==> config.mk <==
export PLATFORM = sky130hd
export DESIGN_NAME = mole_controller
export DESIGN_NICKNAME = d
export VERILOG_FILES = /design/src/rtl/mole_controller.sv
export SDC_FILE = /design/constraint.sdc
export NUM_CORES = 1
export LEC_CHECK = 0
export CORE_AREA = 2 2 77 79
export CTS_CLUSTER_DIAMETER = 60
export DETAILED_ROUTE_END_ITERATION = 8
export DIE_AREA = 0 0 79 81
export PLACE_DENSITY = 0.66
export SLEW_MARGIN = 10
export SYNTH_ARGS = -nofsm -noshare
export SYNTH_HDL_FRONTEND = slang
export SYNTH_SLANG_ARGS = --single-unit
==> constraint.sdc <==
create_clock -name clk -period 6 [get_ports clk]
set_input_delay 0.6 -clock clk [delete_from_list [all_inputs] [get_ports clk]]
set_output_delay 0.6 -clock clk [all_outputs]
set_load 0.01 [all_outputs]
==> src/rtl/mole_controller.sv <==
// rtl/mole_controller.sv - whack-a-mole round sequencer (mole select, up/gap timing, hit/miss pulses)
//
// Lights one pseudo-randomly chosen mole at a time, times its up-window and
// detects the player's rising button edge on the lit mole.
// Optional feature macro: MOLE_WRONG_PENALTY_EN (a wrong-button edge ends the
// round with a miss; when undefined wrong-button edges are ignored).
//
// Ports:
//   clk       - system clock, rising edge
//   restart   - asynchronous active-high reset
//   enable    - game running; low parks the block in IDLE
//   buttons   - debounced, synchronised button levels (1 = pressed)
//   mole_leds - one-hot lit mole while in UP, else zero
//   mole_hit  - one-cycle pulse on a successful hit
//   mole_miss - one-cycle pulse when a round ends without a hit
module mole_controller #(
  parameter int          NUM_MOLES  = 4,
  parameter int          UP_CYCLES  = 50_000_000,
  parameter int          GAP_CYCLES = 25_000_000,
  parameter logic [15:0] LFSR_SEED  = 16'hACE1
) (
  input  logic                 clk,
  input  logic                 restart,
  input  logic                 enable,
  input  logic [NUM_MOLES-1:0] buttons,
  output logic [NUM_MOLES-1:0] mole_leds,
  output logic                 mole_hit,
  output logic                 mole_miss
);

  localparam int SEL_W   = $clog2(NUM_MOLES);
  localparam int MAX_CYC = (UP_CYCLES > GAP_CYCLES) ? UP_CYCLES : GAP_CYCLES;
  localparam int CNT_W   = $clog2(MAX_CYC + 1);

  // An all-zero LFSR would lock up, so a zero seed is forced to 1.
  localparam logic [15:0]      SEED     = (LFSR_SEED == 16'h0000) ? 16'h0001 : LFSR_SEED;
  localparam logic [CNT_W-1:0] GAP_LAST = CNT_W'(GAP_CYCLES - 1);
  localparam logic [CNT_W-1:0] UP_LAST  = CNT_W'(UP_CYCLES - 1);

  typedef enum logic [1:0] {
    IDLE = 2'd0,
    GAP  = 2'd1,
    UP   = 2'd2
  } state_t;

  state_t               state;
  logic [CNT_W-1:0]     cnt;
  logic [NUM_MOLES-1:0] btn_prev;
  logic [15:0]          lfsr;
  logic [SEL_W-1:0]     sel;

  logic [NUM_MOLES-1:0] btn_edge;
  logic                 lfsr_fb;
  logic                 hit_now;
  logic                 wrong_now;

  // Only rising edges count, so a button already held when the mole lights
  // must be released and pressed again.
  assign btn_edge = buttons & ~btn_prev;

  // Fibonacci LFSR, taps 16,14,13,11.
  assign lfsr_fb = lfsr[15] ^ lfsr[13] ^ lfsr[12] ^ lfsr[10];

  assign hit_now = btn_edge[sel];

`ifdef MOLE_WRONG_PENALTY_EN
  // Any edge off the lit mole ends the round, unless the lit mole also rose.
  assign wrong_now = ~hit_now & (|(btn_edge & ~(NUM_MOLES'(1) << sel)));
`else
  assign wrong_now = 1'b0;
`endif

  always_ff @(posedge clk or posedge restart) begin
    if (restart) begin
      state     <= IDLE;
      cnt       <= '0;
      btn_prev  <= '0;
      lfsr      <= SEED;
      sel       <= '0;
      mole_leds <= '0;
      mole_hit  <= 1'b0;
      mole_miss <= 1'b0;
    end else begin
      btn_prev  <= buttons;
      lfsr      <= {lfsr[14:0], lfsr_fb};
      mole_hit  <= 1'b0;
      mole_miss <= 1'b0;

      if (!enable) begin
        // Abandon any round silently.
        state     <= IDLE;
        cnt       <= '0;
        mole_leds <= '0;
      end else begin
        case (state)
          IDLE: begin
            state <= GAP;
            cnt   <= '0;
          end

          GAP: begin
            if (cnt == GAP_LAST) begin
              state     <= UP;
              cnt       <= '0;
              sel       <= lfsr[SEL_W-1:0];
              mole_leds <= NUM_MOLES'(1) << lfsr[SEL_W-1:0];
            end else begin
              cnt <= cnt + CNT_W'(1);
            end
          end

          UP: begin
            // Hit takes priority over the timeout on the final UP cycle.
            if (hit_now) begin
              state     <= GAP;
              cnt       <= '0;
              mole_leds <= '0;
              mole_hit  <= 1'b1;
            end else if (wrong_now || (cnt == UP_LAST)) begin
              state     <= GAP;
              cnt       <= '0;
              mole_leds <= '0;
              mole_miss <= 1'b1;
            end else begin
              cnt <= cnt + CNT_W'(1);
            end
          end

          default: begin
            state     <= IDLE;
            cnt       <= '0;
            mole_leds <= '0;
          end
        endcase
      end
    end
  end

endmodule

==> flow_summary_export.csv, run 1 <==
group,metric,value,unit
floorplan,die_y,81,µm
power_and_ir_drop,power.total,0.0006604,W
final_layout,layout_common_cells,"dfrtp_1 (48), nor2_1 (29), xor2_1 (16)",
timing,tns,0,ns
power_and_ir_drop,p_int,0.0004917,W
floorplan,core_area,5675,µm²
power_and_ir_drop,powerDensity,244.5,nW/µm²
power_and_ir_drop,pwr-share-seq,58.7,%
global_routing,use_met2,22.37,%
global_routing,grt_usage,14.12,%
logic_synthesis,synth-edff-count,0,
critical_path,reg2reg_depth,6,
clock_network,clockBufferDepth,2,
global_routing,grt-busiest-layer,"met2",
routing,wirelength,4.023,mm
flow_run,cap_violations,0,
timing,worst_pin_slew,0.7344,ns
timing,holdWs,0.3481,ns
clock_network,cts_root_buffer,"clkbuf_8",
timing,grt_setup_unrepaired,"no",
final_layout,multiInputGateArea,958.4,µm²
min_path,hp-start,"lfsr[9]",
global_routing,grt.overflow.total,0,
logic_synthesis,netlist_instances,206,
logic_synthesis,yosys_register_bits,56,
timing,skew,0.009572,ns
timing,fin_crit_sh,41.35,%
timing,clock.fmax,403.0,MHz
critical_path,critPathMaxFanout,25,
power_and_ir_drop,clkPwrFrac,31.1,%
clock_network,cts_setup_buffers,0,
global_routing,use_met1,19.84,%
floorplan,start_util,42.33,%
routing,wl_per_cell,13.45,µm
global_routing,grt_pass1_wl,7.093,mm
final_layout,n_antenna_cell,0,
logic_synthesis,avgSynthCellArea,11.66,µm²
floorplan,dieWidth,79,µm
critical_path,worstReg2RegStart,"cnt[8]",
routing,avgViaCountPerCell,5.010,
run_status,outcome,"complete, no violations",
power_and_ir_drop,power_leakage,1.130,nW
global_routing,grt_pass1_vias,1475,
final_layout,area_delta_synth_final,12.45,%
logic_synthesis,netlist_area,2402,µm²
final_layout,nFillCells,542,
logic_synthesis,yosys-top-cells-area,"dfrtp_1 (50%), dfstp_2 (8.8%), xor2_1 (5.8%), nor2_1 (4.5%), xnor2_1 (4.0%)",
global_routing,grt_max_degree,57,
logic_synthesis,synth_nets,217,
power_and_ir_drop,vdd.ir_drop.worst,104.0,µV
clock_network,cts_made_buffers,5,
routing,drtIter0Drc,97,
critical_path,regToRegSetupSlack,3.70,ns
min_path,min_path_cells,0,
critical_path,required,6.23,ns
critical_path,endpoint_kind,"register",
critical_path,cp-start-kind,"primary input",
final_layout,drive_above_1_share,13.84,%
clock_network,clkSlewWorstSetupHoldPaths,0.10,ns
min_path,hold_end,"lfsr[10]",
logic_synthesis,synth_top_area_share,50.00,%
final_layout,finalNetCount,234,
min_path,hp-class,"reg -> reg",
placement,dpl.hpwl,2.686,mm
power_and_ir_drop,power.switching,0.0001687,W
critical_path,crit_type,"in -> reg",
global_routing,antenna_found_initial,0,
global_routing,gr-usage-met3,2.778,%
critical_path,cp.arrival,2.71,ns
power_and_ir_drop,swShare,25.55,%
logic_synthesis,ys.flop_type,"dfrtp_1",
clock_network,cts_resized,0,
final_layout,final_cell_area,2701,µm²
clock_network,htree_levels,2,
logic_synthesis,synthArstFlopShare,100.0,%
placement,placed_area,2610,µm²
power_and_ir_drop,combPwrFrac,10.2,%
routing,vias,1498,
logic_synthesis,synth_largest_area_cell,"dfrtp_1",
floorplan,io_pins,13,
logic_synthesis,seq_area_frac_synth,58.75,%
timing,final-setup-viol-count,0,
clock_network,cts_tree,"built",
clock_network,hold_buffers,0,
clock_network,insertion_delay,0.30,ns
routing,drtPass1Iterations,4,
timing,report.final.slew_viol_count,0,
clock_network,cts_num_sinks,56,
placement,port_buffers,12,
placement,gp_congestion,0.8007,
final_layout,final_common_cell,"dfrtp_1",
logic_synthesis,synth_cell_types,39,
timing,finalHoldViolCount,0,
timing,relSlewSlack,50.59,%
logic_synthesis,yosysWarnings,0,
routing,drc,0,
final_layout,post-route-util,47.60,%
final_layout,area.sequential,1411,µm²
floorplan,rows,28,
critical_path,r2r-end,"cnt[13]",
floorplan,dieArea,6399,µm²
routing,drtAntennaViolNets,0,
timing,fin_crit,2.481,ns
-- synthesized netlist by cell type, types with 2 or more instances --
cell type	count
buf_2	2
nor4bb_1	2
nor4_2	2
nor3_2	2
o21ai_1	5
nand2_1	12
nand4_1	7
and4b_1	2
nand3_1	14
nand3_2	2
a21oi_1	3
xnor2_1	11
dfrtp_1	48
nor4b_1	2
nor4_1	2
mux2_1	2
xor2_1	16
ha_1	4
nor2_1	29
inv_1	5
dfstp_2	8
and3_1	8
and4_1	2
-- worst max-delay path, stage by stage --
cell and delay (ns):
clkdlybuf4s50_1 0.42, and4b_1 0.22, nor4_2 0.34, nand2_1 0.19
o21ai_1 0.26, nand3_2 0.44, nor2_1 0.24
-- power groups by stage --
| stage | Sequential (W) | Clock (W) | Combinational [W] |
|---|---|---|---|
| finish | 0.000388 | 0.000205 | 0.0000676 |
| global route | 0.000389 | 0.000232 | 0.0000761 |
| CTS | 0.000388 | 0.000215 | 0.0000691 |
| detailed placement | 0.000395 | 0 | 0.0000682 |
| global placement | 0.000395 | 0 | 0.0000679 |
| floorplan | 0.000394 | 0 | 0.0000504 |
-- logic make-up after synthesis --
logic type | after synthesis | share of synthesized area (%)
AOI/OAI and AO/OA | 12 | 3.229
xor gates and xnor gates | 27 | 9.843
adders and majority gates | 4 | 2.083
buffers and inverters | 8 | 1.354
DFF | 56 | 58.75
muxes | 2 | 0.9374
and+or+nand+nor | 97 | 23.80
-- routing by layer --
metal	wire length, µm	vias to the layer above
met3	139	4
li1	-	747
met4	23	0
met2	1845	23
met5	0	-
met1	2014	724
-- worst max-delay path by stage --
stage	start	end	cells past startpoint
after floorplan	buttons[3]	cnt[12]	7
after global placement	buttons[3]	cnt[16]	7
after detailed placement	buttons[3]	cnt[9]	7
after CTS	buttons[3]	cnt[13]	7
after global routing	buttons[3]	cnt[17]	7
final	buttons[3]	cnt[14]	7
-- cell type report --
class	instances	area share, %
flip-flops and latches	56	52.25
multi-input cells	142	35.48
repair buffers	13	4.724
well taps	75	3.474
clock buffers	5	2.547
clock inverters	3	0.8337
inverters	5	0.6948
-- state kept, by name (all words and copies together), names as in the netlist --
| signal | count |
|---|---|
| sel | 2 |
| btn_prev | 4 |
| mole_leds | 4 |
| lfsr | 16 |
| state | 2 |
| mole_miss | 1 |
| cnt | 26 |
| mole_hit | 1 |
-- stage by stage --
stage | std cells | worst slack, ns
finish | 299 | 3.519
global route | 299 | 3.248
CTS | 299 | 3.480
detailed placement | 291 | 3.155
global placement | 291 | 3.201
floorplan | 206 | 4.000
Power figures use the tool's default switching activity.
==> run 2, diff against run 1 <==
--- a/config.mk
+++ b/config.mk
@@ -9,7 +9,7 @@
 export CTS_CLUSTER_DIAMETER = 60
 export DETAILED_ROUTE_END_ITERATION = 8
 export DIE_AREA = 0 0 79 81
-export PLACE_DENSITY = 0.66
+export PLACE_DENSITY = 0.68
 export SLEW_MARGIN = 10
 export SYNTH_ARGS = -nofsm -noshare
 export SYNTH_HDL_FRONTEND = slang
==> constraint.sdc (replaced) <==
create_clock -name clk -period 2.2 [get_ports clk]
set_input_delay 0.22 -clock clk [delete_from_list [all_inputs] [get_ports clk]]
set_output_delay 0.22 -clock clk [all_outputs]
set_load 0.01 [all_outputs]
==> run 2 against run 1 <==
Compared with the run above:
- die area is the same
- non-clock buffer count rose by 13
- critical path type is now reg -> reg
- largest power group unchanged
- sequential power grew to 2.7 times the previous value
==> flow_summary_export.csv, run 2 (synthesis results as in run 1) <==
group,metric,value,unit
final_layout,area.sequential,1411,µm²
floorplan,die_y,81,µm
critical_path,reg2reg_depth,7,
critical_path,cp-start-kind,"register",
power_and_ir_drop,combPwrFrac,11.6,%
timing,report.final.slew_viol_count,0,
critical_path,crit_type,"reg -> reg",
clock_network,htree_levels,2,
power_and_ir_drop,power.switching,0.0004604,W
critical_path,critPathMaxFanout,3,
global_routing,grt_pass1_wl,7.286,mm
final_layout,fin_cells,312,
clock_network,cts_made_buffers,5,
final_layout,regMostFlops,"cnt",
placement,gp_congestion,0.8381,
critical_path,cp.arrival,2.32,ns
routing,avgViaCountPerCell,5.083,
final_layout,nFillCells,518,
final_layout,final_common_cell,"dfrtp_1",
floorplan,core_area,5675,µm²
timing,worst_pin_slew,0.3494,ns
power_and_ir_drop,pwr-share-seq,58.2,%
power_and_ir_drop,clkPwrFrac,30.2,%
placement,dpl.hpwl,2.911,mm
floorplan,io_pins,13,
routing,wirelength,4.166,mm
timing,skew,0.005948,ns
placement,placed_area,2725,µm²
flow_run,cap_violations,0,
final_layout,drive_above_1_share,19.41,%
final_layout,final_cell_area,2854,µm²
global_routing,grt_usage,14.61,%
floorplan,dieWidth,79,µm
placement,port_buffers,12,
routing,wl_per_cell,13.35,µm
final_layout,multiInputGateArea,987.2,µm²
clock_network,clockBufferDepth,2,
run_status,outcome,"complete, no violations",
critical_path,worstReg2RegStart,"cnt[23]",
power_and_ir_drop,p_int,0.001359,W
timing,finalHoldViolCount,0,
routing,drtPass1Iterations,4,
placement,dp_cells,303,
global_routing,grt_pass1_vias,1537,
routing,vias,1586,
routing,drtAntennaViolNets,0,
critical_path,required,2.44,ns
power_and_ir_drop,powerDensity,637.6,nW/µm²
final_layout,n_antenna_cell,0,
final_layout,area_delta_synth_final,18.80,%
timing,clock.fmax,481.5,MHz
final_layout,reg_top3,"cnt (26), lfsr (16)",
power_and_ir_drop,swShare,25.30,%
final_layout,largest_reg_flops,26,
power_and_ir_drop,vdd.ir_drop.worst,378.9,µV
floorplan,dieArea,6399,µm²
min_path,hp-class,"in -> async",
timing,fin_crit_sh,94.39,%
clock_network,insertion_delay,0.30,ns
routing,drc,0,
final_layout,finalNetCount,247,
clock_network,cts_num_sinks,56,
global_routing,grt_max_degree,57,
clock_network,cts_root_buffer,"clkbuf_8",
clock_network,clkSlewWorstSetupHoldPaths,0.10,ns
floorplan,rows,28,
floorplan,start_util,42.33,%
critical_path,crit_start,"cnt[23]",
clock_network,cts_tree,"built",
timing,fin_crit,2.077,ns
timing,relSlewSlack,76.39,%
timing,final-setup-viol-count,0,
global_routing,antenna_found_initial,0,
global_routing,grt.overflow.total,0,
power_and_ir_drop,power_leakage,1.225,nW
critical_path,endpoint_kind,"register",
routing,drtIter0Drc,85,
final_layout,layout_common_cells,"dfrtp_1 (48), nor2_1 (29), xor2_1 (16)",
[run 2: path summary, 6_finish.rpt]
check | end | slack (ns)
setup / recovery | mole_leds[2] | 0.12
hold / removal | lfsr[9] | 0.26
setup reg to reg | mole_leds[2] | 0.12
hold reg to reg | lfsr[7] | 0.36
max in group asynchronous | lfsr[6] | 1.65
min in group clk | lfsr[7] | 0.36
[run 2: repair_timing]
item                       CTS  global route
setup buffers                0             1
hold buffers                 0             0
gates resized for setup      0             4
setup endpoints to repair    0            29
[run 2: area by class of cell]
cell class              count  share of cell area (%)
repair buffers             26                   8.768
well taps                  75                   3.288
flip-flops and latches     56                   49.45
multi-input cells         142                   34.59
clock inverters             3                  0.8330
clock buffers               5                   2.411
inverters                   5                  0.6576
[run 2: worst max-delay path, cell delays in order (launching register included)]
cell	delay, ns
dfrtp_1	0.42
nor4_2	0.27
nand4_1	0.11
buf_4	0.17
nor4_4	0.30
o21ai_2	0.11
or4b_4	0.50
o21ai_1	0.14
[run 2: metal layers]
| layer | wire length (µm) | GRT usage, % | up-vias |
|---|---|---|---|
| met5 | 0 | 0 | - |
| met4 | 23 | 3.793 | 0 |
| met2 | 1900 | 21.86 | 30 |
| met1 | 2074 | 21.29 | 776 |
| met3 | 168 | 3.778 | 2 |
| li1 | - | - | 778 |
[run 2: through the flow]
stage	setup WS, ns	setup TNS [ns]	util [%]	power (W)	hold slack [ns]
floorplan	0.2823	0	-	0.001213	0.2514
global placement	0.02664	0	48.02	0.001279	0.3328
detailed placement	0.02314	0	48.02	0.001280	0.3444
CTS	0.04575	0	49.65	0.001835	0.2723
global route	-0.002706	-0.002706	50.29	0.001924	0.2772
finish	0.1233	0	50.29	0.001820	0.2635
[run 2: power groups by stage]
stage	Combinational [W]	Sequential, W	Clock [W]
3_3_place_gp	0.000200	0.00108	0
3_5_place_dp	0.000201	0.00108	0
2_1_floorplan	0.000137	0.00108	0
6_report	0.000212	0.00106	0.000549
5_1_grt	0.000240	0.00106	0.000622
4_1_cts	0.000204	0.00106	0.000572
